## src/rtl/four_two_encoder_stream.sv

```systemverilog
// Streaming one-hot to binary encoder with a 2-entry ordered output buffer.
// Non-one-hot codes are flagged and counted in a saturating counter.
module four_two_encoder_stream #(
  parameter int WIDTH = 4,
  parameter int IDX_W = 2,
  parameter int CNT_W = 8
) (
  input  logic             clk,
  input  logic             rst,
  input  logic             in_valid,
  output logic             in_ready,
  input  logic [WIDTH-1:0] in_code,
  output logic             out_valid,
  input  logic             out_ready,
  output logic [IDX_W-1:0] out_idx,
  output logic             out_err,
  output logic [CNT_W-1:0] err_count
);

  typedef enum logic [1:0] {EMPTY = 2'd0, ONE = 2'd1, FULL = 2'd2} state_t;

  state_t             state_q, state_d;
  logic [IDX_W-1:0]   head_idx_q, head_idx_d, tail_idx_q, tail_idx_d;
  logic               head_err_q, head_err_d, tail_err_q, tail_err_d;
  logic [CNT_W-1:0]   err_cnt_q, err_cnt_d;

  logic [IDX_W-1:0]   enc_idx;
  logic [IDX_W:0]     ones;
  logic               enc_err;
  logic               accept, pop;

  // Scan MSB down to LSB so the lowest set bit wins on multi-hot codes.
  always_comb begin
    enc_idx = '0;
    ones    = '0;
    for (int i = WIDTH - 1; i >= 0; i--) begin
      if (in_code[i]) begin
        enc_idx = IDX_W'(i);
        ones    = ones + (IDX_W + 1)'(1);
      end
    end
    enc_err = (ones != (IDX_W + 1)'(1));
  end

  assign in_ready  = !rst && (state_q != FULL);
  assign out_valid = (state_q != EMPTY);
  assign out_idx   = head_idx_q;
  assign out_err   = head_err_q;
  assign err_count = err_cnt_q;

  assign accept = in_valid && in_ready;
  assign pop    = out_valid && out_ready;

  always_comb begin
    state_d    = state_q;
    head_idx_d = head_idx_q;
    head_err_d = head_err_q;
    tail_idx_d = tail_idx_q;
    tail_err_d = tail_err_q;
    err_cnt_d  = err_cnt_q;

    unique case (state_q)
      EMPTY: begin
        if (accept) begin
          state_d    = ONE;
          head_idx_d = enc_idx;
          head_err_d = enc_err;
        end
      end
      ONE: begin
        if (accept && pop) begin
          head_idx_d = enc_idx;
          head_err_d = enc_err;
        end else if (accept) begin
          state_d    = FULL;
          tail_idx_d = enc_idx;
          tail_err_d = enc_err;
        end else if (pop) begin
          state_d = EMPTY;
        end
      end
      FULL: begin
        if (pop) begin
          state_d    = ONE;
          head_idx_d = tail_idx_q;
          head_err_d = tail_err_q;
        end
      end
      default: state_d = EMPTY;
    endcase

    if (accept && enc_err && (err_cnt_q != {CNT_W{1'b1}})) begin
      err_cnt_d = err_cnt_q + CNT_W'(1);
    end
  end

  always_ff @(posedge clk or posedge rst) begin
    if (rst) begin
      state_q    <= EMPTY;
      head_idx_q <= '0;
      head_err_q <= 1'b0;
      tail_idx_q <= '0;
      tail_err_q <= 1'b0;
      err_cnt_q  <= '0;
    end else begin
      state_q    <= state_d;
      head_idx_q <= head_idx_d;
      head_err_q <= head_err_d;
      tail_idx_q <= tail_idx_d;
      tail_err_q <= tail_err_d;
      err_cnt_q  <= err_cnt_d;
    end
  end

endmodule

```

## config.mk

```make
export PLATFORM = sky130hd
export DESIGN_NAME = four_two_encoder_stream
export DESIGN_NICKNAME = d
export VERILOG_FILES = /design/src/rtl/four_two_encoder_stream.sv
export SDC_FILE = /design/constraint.sdc
export NUM_CORES = 1
export LEC_CHECK = 0
export CORE_ASPECT_RATIO = 1.1
export CORE_MARGIN = 3
export CORE_UTILIZATION = 53
export DETAILED_ROUTE_END_ITERATION = 10
export MAX_ROUTING_LAYER = met4
export PLACE_DENSITY = 0.8
export SYNTH_ARGS = -nofsm -noshare
export SYNTH_HDL_FRONTEND = slang
export SYNTH_SLANG_ARGS = --single-unit
export TNS_END_PERCENT = 50
```

## constraint.sdc

```tcl
create_clock -name clk -period 2.86 [get_ports clk]
set_input_delay 0.572 -clock clk [delete_from_list [all_inputs] [get_ports clk]]
set_output_delay 0.572 -clock clk [all_outputs]
set_load 0.03 [all_outputs]
```

Word level (Yosys, flattened, before mapping)
Cells that the tools add are included.
{ "op_classes": {"add_sub_neg": 4, "n_eq_ne": 10, "mux": 22, "bitwise": 1, "n_reduce_logical": 13} }
{ "ops": {"columns": ["cell", "count"], "rows": [
  ["$mux 2", 12],
  ["$pmux 2 s3", 2],
  ["$ne 2x2->1 const B", 5],
  ["$add 3x1->3 const B", 3],
  ["$mux 3", 3],
  ["$add 8x1->8 const B", 1],
  ["$ne 8x8->1 const B", 1],
  ["$reduce_and 4->1", 2],
  ["$logic_and 1x1->1", 6],
  ["$mux 1", 4],
  ["$ne 3x1->1 const B", 1],
  ["$ne 3x3->1 const B", 1],
  ["$pmux 1 s3", 1],
  ["$reduce_and 3->1", 1],
  ["$reduce_bool 3->1", 1],
  ["$eq 2x1->1 const B", 1],
  ["$eq 2x2->1 const B", 1],
  ["$logic_not 2->1", 1],
  ["$reduce_bool 2->1", 1],
  ["$logic_not 1->1", 1],
  ["$not 1->1", 1]
]} }
{ "word_totals": {"register_bits": 16, "inputBits": 8, "elab_cells": 56} }

Longest topological paths before layout
{ "depth": {"depth_word": 10, "ltp_mapped": 9, "mapped_depth_nobuf": 9} }

Worst setup path after synthesis
OpenSTA, ideal clock, no wires.
{ "synth_timing": {"path_kind": "input to register", "start": "in in_code[2]", "end": "reg err_cnt_q[1] (netlist: err_count[1])", "t_arrival_ns": 2.341, "required_time_ns": 2.735, "setup_slack_ns": 0.394, "path_stages": 9, "n_path_buf": 0, "cell_sequence": "inv_1 > ha_1 > xor2_1 > ha_1 > nand3b_1 > o311ai_2 > o311ai_4 > nand2_4 > mux2_4"} }
{ "synth_via": {"elab_chain_len": 8} }
{ "synth_rtl": {"columns": ["element", "line", "text"], "rows": [
  ["start: declaration", "12", "input logic [WIDTH-1:0] in_code,"],
  ["$mux 3 *", "37", "if (in_code[i]) begin"],
  ["$add 3x1->3", "39", "ones = ones + (IDX_W + 1)'(1);"],
  ["$mux 3 *", "37", null],
  ["$add 3x1->3", "39", null],
  ["$mux 3 *", "37", null],
  ["$ne 3x1->1 *", "42", "enc_err = (ones != (IDX_W + 1)'(1));"],
  ["$logic_and 1x1->1 * (2 in series)", "92", "if (accept && enc_err && (err_cnt_q != {CNT_W{1'b1}})) begin"],
  ["end signal: assignment", "111", "err_cnt_q <= err_cnt_d;"],
  ["end: declaration", "25", "logic [CNT_W-1:0] err_cnt_q, err_cnt_d;"]
]} }
Mark *: on every way between the ends. The rest lies on a longest branch, timed or not.
A chain may end at the register's enable or synchronous reset.

Worst setup path in the final report
Same ends and word-level chain as after synthesis.

==> out/qor.json <==
{
  "netSwitchingPower": {"value": 0.000358, "unit": "W"},
  "num_rows": {"value": 15},
  "final.min_clock_period": {"value": 2720, "unit": "ps"},
  "relSlewSlack": {"value": 0.677},
  "cts-htree-levels": {"value": 1},
  "hold_class": {"value": "flip-flop to flip-flop"},
  "detailedRoute.firstIterationViolations": {"value": 7},
  "pwr-share-clk": {"value": 0.166},
  "swShare": {"value": 0.389},
  "critical_path_class": {"value": "input pin to flip-flop"},
  "final_min_period_over_clock_period": {"value": 0.951},
  "finalNonFillerCells": {"value": 136},
  "global_placer_s_final_weighted_congestion": {"value": 0.821},
  "timing.final.ws_setup": {"value": 141, "unit": "ps"},
  "cts-root-buf": {"value": "sky130_fd_sc_hd__clkbuf_4"},
  "fp.dieArea": {"value": 2410, "unit": "um2"},
  "critical_path.n_buffers_inverters": {"value": 2},
  "area_delta_synth_final": {"value": 29.6, "unit": "%"},
  "share_comb_of_total_power": {"value": 0.441},
  "first_global_vias": {"value": 708},
  "cap_violations": {"value": 0},
  "cts.clk_slew.worst_paths": {"value": 100, "unit": "ps"},
  "power.sequential.fraction": {"value": 0.393},
  "critical_path.endpoint_type": {"value": "flip-flop"},
  "crit_path_depth": {"value": 10},
  "synth_area_per_cell": {"value": 11.0, "unit": "um2"},
  "finalClockSkew": {"value": 6.00, "unit": "ps"},
  "diodes": {"value": 0},
  "synth-edff-count": {"value": 0},
  "ys_types": {"value": 33},
  "drt_pre_antenna_iters": {"value": 4},
  "number_of_top_level_design_ports": {"value": 21},
  "detailedPlace.worstSlack": {"value": -172, "unit": "ps"},
  "postCtsSetupRepairBufs": {"value": 0},
  "die_x": {"value": 47.0, "unit": "um"},
  "crit_path_top_delay_cell": {"value": "sky130_fd_sc_hd__clkdlybuf4s50_1"},
  "critPathMostFrequentCell": {"value": "sky130_fd_sc_hd__ha_1"},
  "grt_usage": {"value": 0.182},
  "worstSkewPairLatency": {"value": 290, "unit": "ps"},
  "crit_fanout": {"value": 9},
  "finish.net_count": {"value": 133},
  "internal_power": {"value": 0.000562, "unit": "W"},
  "finalMaxSlewViolations": {"value": 0},
  "p_leak": {"value": 0.575, "unit": "nW"},
  "async_flop_share": {"value": 1.00},
  "initial_utilization": {"value": 0.595},
  "crit_family": {"value": "adder cells"},
  "postCtsHoldBufs": {"value": 0},
  "postRouteWirelength": {"value": 1880, "unit": "um"},
  "max_stage_delay": {"value": 480, "unit": "ps"},
  "post-place-cells": {"value": 132},
  "ctsLongestPathBuffers": {"value": 2},
  "timing.critical_path.required": {"value": 3030, "unit": "ps"},
  "drc_errors": {"value": 0},
  "ys_warn_count": {"value": 0},
  "grt_setup_unrepaired": {"value": "no"},
  "core": {"value": 1650, "unit": "um2"},
  "ratio_of_cells_with_drive_above_1_in_the_final_layout": {"value": 0.185},
  "wire_length_of_the_first_global_routing_pass": {"value": 3080, "unit": "um"},
  "final_power": {"value": 0.000921, "unit": "W"},
  "outcome": {"value": "complete, no violations"},
  "depth_of_the_worst_register_to_register_path": {"value": 5},
  "power_density": {"value": 724, "unit": "nW/um2"},
  "grt_overflow": {"value": 0},
  "syn-cell-area": {"value": 982, "unit": "um2"},
  "grt_start_max_net_pins": {"value": 17},
  "mappedNetlistNets": {"value": 102},
  "grt_antenna_before_repair": {"value": 0},
  "vias_per_std_cell": {"value": 5.57},
  "dp_hpwl": {"value": 1460, "unit": "um"},
  "synthFlopType": {"value": "sky130_fd_sc_hd__dfrtp_1"},
  "worst-slew-pin-transition": {"value": 483, "unit": "ps"},
  "final_antenna_net_count": {"value": 0},
  "max_freq": {"value": 0.368, "unit": "GHz"},
  "crit_path_cell_trace": {"value": "clkdlybuf4s50_1, inv_1, ha_1, xor2_1, ha_1, nand3b_1, o311ai_2, o311ai_4, nand2_4, mux2_4"},
  "io_buffers": {"value": 20},
  "report.final.setup_viol": {"value": 0},
  "layout.core_utilization": {"value": 0.770},
  "final_hold_viol_count": {"value": 0},
  "cts-buffers-inserted": {"value": 3},
  "hold_path_depth": {"value": 1},
  "ys_seq_area_frac": {"value": 0.408},
  "worst_ir_drop_vdd": {"value": 0.560, "unit": "mV"},
  "cts_num_sinks": {"value": 16},
  "tritoncts": {"value": "yes"},
  "num_vias": {"value": 757},
  "yosys_register_bits": {"value": 16},
  "die_h": {"value": 51.2, "unit": "um"},
  "cp_data_arrival_time": {"value": 2890, "unit": "ps"},
  "post_synth_inst_count": {"value": 89},
  "drt-wirelength-per-cell": {"value": 13.8, "unit": "um"},
  "type_of_element_launching_the_critical_path": {"value": "input pin"},
  "post_cts_resize_count": {"value": 0}
}
[power by group through the flow]
stage	clock (W)	combinational, W	sequential [W]
floorplan	0	0.000163	0.000445
global placement	0	0.000396	0.000360
detailed placement	0	0.000408	0.000366
CTS	0.000156	0.000410	0.000361
global route	0.000171	0.000435	0.000372
finish	0.000153	0.000406	0.000362
[layout by cell type, fill, tap and decap left out, types with 2 or more instances in the layout]
master,instances
sky130_fd_sc_hd__inv_1,5
sky130_fd_sc_hd__mux2i_1,3
sky130_fd_sc_hd__and3_1,3
sky130_fd_sc_hd__and4_1,2
sky130_fd_sc_hd__mux2_1,2
sky130_fd_sc_hd__nand2_1,2
sky130_fd_sc_hd__nand3_1,4
sky130_fd_sc_hd__nor2_1,8
sky130_fd_sc_hd__ha_1,5
sky130_fd_sc_hd__o22ai_1,2
sky130_fd_sc_hd__dfrtp_1,16
sky130_fd_sc_hd__nor3_1,2
sky130_fd_sc_hd__clkdlybuf4s50_1,20
sky130_fd_sc_hd__a21oi_1,5
sky130_fd_sc_hd__xnor2_1,8
sky130_fd_sc_hd__nand3b_1,2
sky130_fd_sc_hd__buf_4,7
sky130_fd_sc_hd__nand4_1,3
sky130_fd_sc_hd__clkbuf_4,3
[path summary, 6_finish.rpt]
kind                         startpoint           end  slack, ps
hold reg to reg            err_count[5]  err_count[5]        500
hold / removal             err_count[5]  err_count[5]        500
setup reg to reg             state_q[1]  err_count[1]       1130
setup / recovery             in_code[2]  err_count[1]        140
min in group asynchronous           rst       out_err        660
max in group asynchronous           rst  err_count[2]       2010
[per-stage QoR]
step | instance area [um2] | hold slack, ps | setup TNS [ps]
6_report | 1270 | 503 | 0
3_5_place_dp | 1240 | 485 | -525
3_3_place_gp | 1240 | 475 | -74.7
2_1_floorplan | 982 | 464 | 0
4_1_cts | 1270 | 499 | 0
5_1_grt | 1270 | 525 | 0
[layer usage]
metal	wire length [um]	GRT usage
met1	886	0.235
met2	887	0.262
met3	77	0.0458
met4	25	0.0876
met5	0	-
[layout make-up]
class | count | area [um2]
multi-input cells | 67 | 543
flip-flops and latches | 16 | 400
fillers | 118 | 379
repair buffers | 27 | 253
clock buffers | 4 | 36.3
well taps | 17 | 21.3
inverters | 5 | 18.8
[registers in the layout, indices dropped and copies added, names as in the netlist]
name,count
err_count,8
out_idx,2
state_q,2
tail_idx_q,2
out_err,1
tail_err_q,1
[worst register-to-register path, cell delays in order, from the launching register on]
cell,delay [ps]
sky130_fd_sc_hd__dfrtp_1,490
sky130_fd_sc_hd__nand2b_2,150
sky130_fd_sc_hd__nand3_2,150
sky130_fd_sc_hd__a41oi_2,400
sky130_fd_sc_hd__nand2_4,90
sky130_fd_sc_hd__mux2_4,320
[Yosys cell counts (2+ instances only)]
| cell | n | area share |
|---|---|---|
| sky130_fd_sc_hd__dfrtp_1 | 16 | 0.41 |
| sky130_fd_sc_hd__nor2_1 | 8 | 0.031 |
| sky130_fd_sc_hd__xnor2_1 | 8 | 0.071 |
| sky130_fd_sc_hd__a21oi_1 | 5 | 0.025 |
| sky130_fd_sc_hd__ha_1 | 5 | 0.064 |
| sky130_fd_sc_hd__inv_1 | 5 | 0.019 |
| sky130_fd_sc_hd__nand3_1 | 4 | 0.020 |
| sky130_fd_sc_hd__and3_1 | 3 | 0.019 |
| sky130_fd_sc_hd__mux2i_1 | 3 | 0.031 |
| sky130_fd_sc_hd__nand4_1 | 3 | 0.019 |
| sky130_fd_sc_hd__and4_1 | 2 | 0.018 |
| sky130_fd_sc_hd__mux2_1 | 2 | 0.023 |
| sky130_fd_sc_hd__nand2_1 | 2 | 0.0076 |
| sky130_fd_sc_hd__nand3b_1 | 2 | 0.015 |
| sky130_fd_sc_hd__nor3_1 | 2 | 0.010 |
| sky130_fd_sc_hd__o22ai_1 | 2 | 0.013 |
[cells by family after synthesis]
logic type | synth area share
compound gates | 0.116
xor+xnor | 0.0803
simple gates | 0.213
mux | 0.0802
flops | 0.408
fa+ha+maj | 0.0637
buf+inv | 0.0395
(Power assumes the default switching activity.)
